===== src/rtl/automatic_garage_door_controller.sv =====
// Moore FSM driving the up/down garage door motor from a single push-button
// and two end-of-travel limit sensors. Motor outputs are registered.
module automatic_garage_door_controller (
    input  logic CLK,
    input  logic RST,
    input  logic Activate,
    input  logic Up_Max,
    input  logic Dn_Max,
    output logic UP_M,
    output logic DN_M
);

    typedef enum logic [1:0] {
        StIdle = 2'b00,
        StMvUp = 2'b01,
        StMvDn = 2'b10,
        StBad  = 2'b11
    } state_e;

    state_e state_q, state_d;

    always_comb begin
        state_d = StIdle;
        unique case (state_q)
            StIdle: begin
                if (Activate && Up_Max && !Dn_Max) begin
                    state_d = StMvDn;
                end else if (Activate && Dn_Max && !Up_Max) begin
                    state_d = StMvUp;
                end else begin
                    state_d = StIdle;
                end
            end
            // Travel always continues until the limit in the direction of motion.
            StMvUp:  state_d = Up_Max ? StIdle : StMvUp;
            StMvDn:  state_d = Dn_Max ? StIdle : StMvDn;
            StBad:   state_d = StIdle;
            default: state_d = StIdle;
        endcase
    end

    // Outputs are decoded from the next state so they line up with state_q.
    always_ff @(posedge CLK or posedge RST) begin
        if (RST) begin
            state_q <= StIdle;
            UP_M    <= 1'b0;
            DN_M    <= 1'b0;
        end else begin
            state_q <= state_d;
            UP_M    <= (state_d == StMvUp);
            DN_M    <= (state_d == StMvDn);
        end
    end

endmodule


===== config.mk =====
export PLATFORM = sky130hd
export DESIGN_NAME = automatic_garage_door_controller
export DESIGN_NICKNAME = d
export VERILOG_FILES = /design/src/rtl/automatic_garage_door_controller.sv
export SDC_FILE = /design/constraint.sdc
export NUM_CORES = 1
export LEC_CHECK = 0
export ABC_AREA = 0
export CORE_AREA = 2 2 39 41
export DETAILED_ROUTE_END_ITERATION = 10
export DIE_AREA = 0 0 41 43
export PLACE_DENSITY = 0.3
export SLEW_MARGIN = 10
export SYNTH_ARGS = -nofsm -noshare
export SYNTH_HDL_FRONTEND = slang
export SYNTH_SLANG_ARGS = --single-unit
export TNS_END_PERCENT = 30

===== constraint.sdc =====
create_clock -name CLK -period 0.95 [get_ports CLK]
set_input_delay 0.1425 -clock CLK [delete_from_list [all_inputs] [get_ports CLK]]
set_output_delay 0.1425 -clock CLK [all_outputs]
set_load 0.01 [all_outputs]

==> metrics <==
total congestion overflow 0; wire per inst 7.42 microns; worst path cell trace buf_2; final setup skew approximately 1.5 ps; MaxCap Viol Count 0; count of final setup violators 0; Core ar. 1380 sq um; Avg Vias per Cell between 3 and 4; endpoint type of the worst setup path primary output; Clock Path Buffers 2; Worst-Skew Late Latency 230 ps; RSZ-0062 raised after global routing false; status complete, no violations; setup TNS 0 ps; sequential area share after synthesis 74.8%; dpl hpwl 196 microns; Cell Pwr Density between 1500 and 2000 nW/um^2; Sw Share 21.3%; TritonCTS buffer count 3; critical path type reg2out; share of cells above drive strength 1 25.0%; antenna-violating nets left 0; Worst-path clk slew 40 ps; Worst R2R Path Depth 2; CP required between 800 and 900 ps; CP Launch Type register; CP top delay family flip-flops; Syn Inst Count 11; pin count of the biggest net entering global routing 5; DR iter-0 viols 2; Worst-Margin Slew ~170 ps; Synth area leader dfrtp_1; die extent in y about 43 microns; Post-Syn Nets 16; Max VDD drop between 0.7 and 0.8 mV; Gate power share 10.0%; final hold vios 0; Power Internal 0.000348 W; total stage count of the critical path 1; CTS tree yes; min cycle time layout 849 ps; RD Place Congestion 0.559; Pre-Repair DR Iteration Count 4; share of the synthesized area in the top cell type 74.8%; H-tree depth 1; synth warn 0; initial antenna violation count 0; Seq cells post-synth 4; Tot Pwr 0.000443 W; Leak 0.106 nW; Rows 14; number of port buffers 6; Post-Route WL approximately 270 microns; CP arrival 710 ps; CP peak stage delay 340 ps; final cell area excluding filler cells between 200 and 250 sq um; CTS root buffer clkbuf_4; Synth Cell Area 134 sq um; FMAX 1180 MHz; Slowest-stage cell, CP dfrtp_1; first-pass GRT wire length 462 microns; GRT Total Usage between 4 and 5%; Die Span X approximately 41 microns; total die area about 1800 sq um; syn_area_per_cell approximately 12 sq um; Initial Util 9.67%; net switching power 0.0000944 W; Post-CTS Hold Fix Bufs 0; Antenna diodes 0; CP Buf/Inv Count 1; worst reg2reg path startpoint state_q[1]$_DFF_PP0_; final worst-path cycle share between 80% and 90%; vias in the first global route 117; Critical Path Source DN_M$_DFF_PP0_; Synth-to-Final Area Change 69.2%; hold_ws 92.3 ps; Crit Path Max Fanout 1; Worst Hold Class in2async; dpl cell area 214 sq um; clock power share 47.6%; # IOs 7; Synth area leaders dfrtp_1 75%, nor3_1 15%, a21oi_1 7.5%; Max Slew Vio Count 0; # DRC 0; Slew headroom 88.6%; Final nets 27; Via Count approximately 120; post-synth cell types 4; sequential share of power roughly 42%; Clock Sink Count 4
==> logic make-up (layout without fill, tap and decap cells) <==
logic type | after synthesis | count (layout) | share of synthesized area (%)
flops | 4 | 4 | 74.8
simple gates | 4 | 4 | 15.0
compound gates | 2 | 2 | 7.48
buf+inv | 1 | 10 | 2.80
==> synthesized netlist by cell type <==
library cell,number
dfrtp_1,4
nor3_1,4
a21oi_1,2
inv_1,1
==> cell usage in the layout, fill, tap and decap left out <==
cell type	count
clkdlybuf4s50_1	4
nor3_1	4
dfrtp_1	4
a21oi_1	2
buf_2	2
inv_1	1
clkbuf_4	3
==> flip-flops by register name, summed over array words and instances, names as in the netlist <==
signal and cells:
DN_M 1, state_q 2, UP_M 1
==> per-layer routing <==
| metal | global-route usage (%) | vias to the layer above | wire length, microns |
|---|---|---|---|
| met1 | 4.22 | 52 | 96 |
| met3 | 9.42 | 0 | 59 |
| met5 | 0 | - | 0 |
| met4 | 2.00 | 0 | 0 |
| met2 | 4.69 | 11 | 111 |
| li1 | - | 56 | - |
==> worst register-to-register path: stages (launching register included) <==
cell and delay [ps]:
dfrtp_1 380, a21oi_1 170, nor3_1 70
==> power by group through the flow <==
stage	Combinational (W)	Clock, W	Sequential [W]
floorplan	0.0000137	0	0.000193
global placement	0.0000508	0	0.000190
detailed placement	0.0000498	0	0.000190
CTS	0.0000487	0.000218	0.000188
global route	0.0000493	0.000242	0.000189
finish	0.0000442	0.000211	0.000188
==> timing repair <==
item	in CTS	in global routing
setup buffers	0	0
setup endpoints to repair	2	2
resized for setup	6	2
==> area by class of cell <==
type,count,area (sq um)
sequential,4,100
inverter,1,3.75
fill,156,1160
tap,16,20.0
clock buffer,3,22.5
timing repair buffer,6,50.0
multi-input combinational,6,30.0
==> per-stage QoR <==
stage               setup WS [ps]  utilization [%]  std cells
global route                 61.8             16.4         36
global placement            -46.3             15.5         33
finish                        101             16.4         36
floorplan                     267                -         11
detailed placement          -24.7             15.5         33
CTS                          3.34             17.3         36
==> final timing paths <==
| path | to | slack [ps] |
|---|---|---|
| worst max-delay path | DN_M | 100 |
| worst min-delay path | state_q[1]$_DFF_PP0_ | 90 |
| worst max register to register | state_q[1]$_DFF_PP0_ | 200 |
| worst min register to register | UP_M$_DFF_PP0_ | 460 |
| max in group asynchronous | UP_M$_DFF_PP0_ | 710 |
| min in group CLK | UP_M$_DFF_PP0_ | 460 |
(Power assumes the default switching activity.)
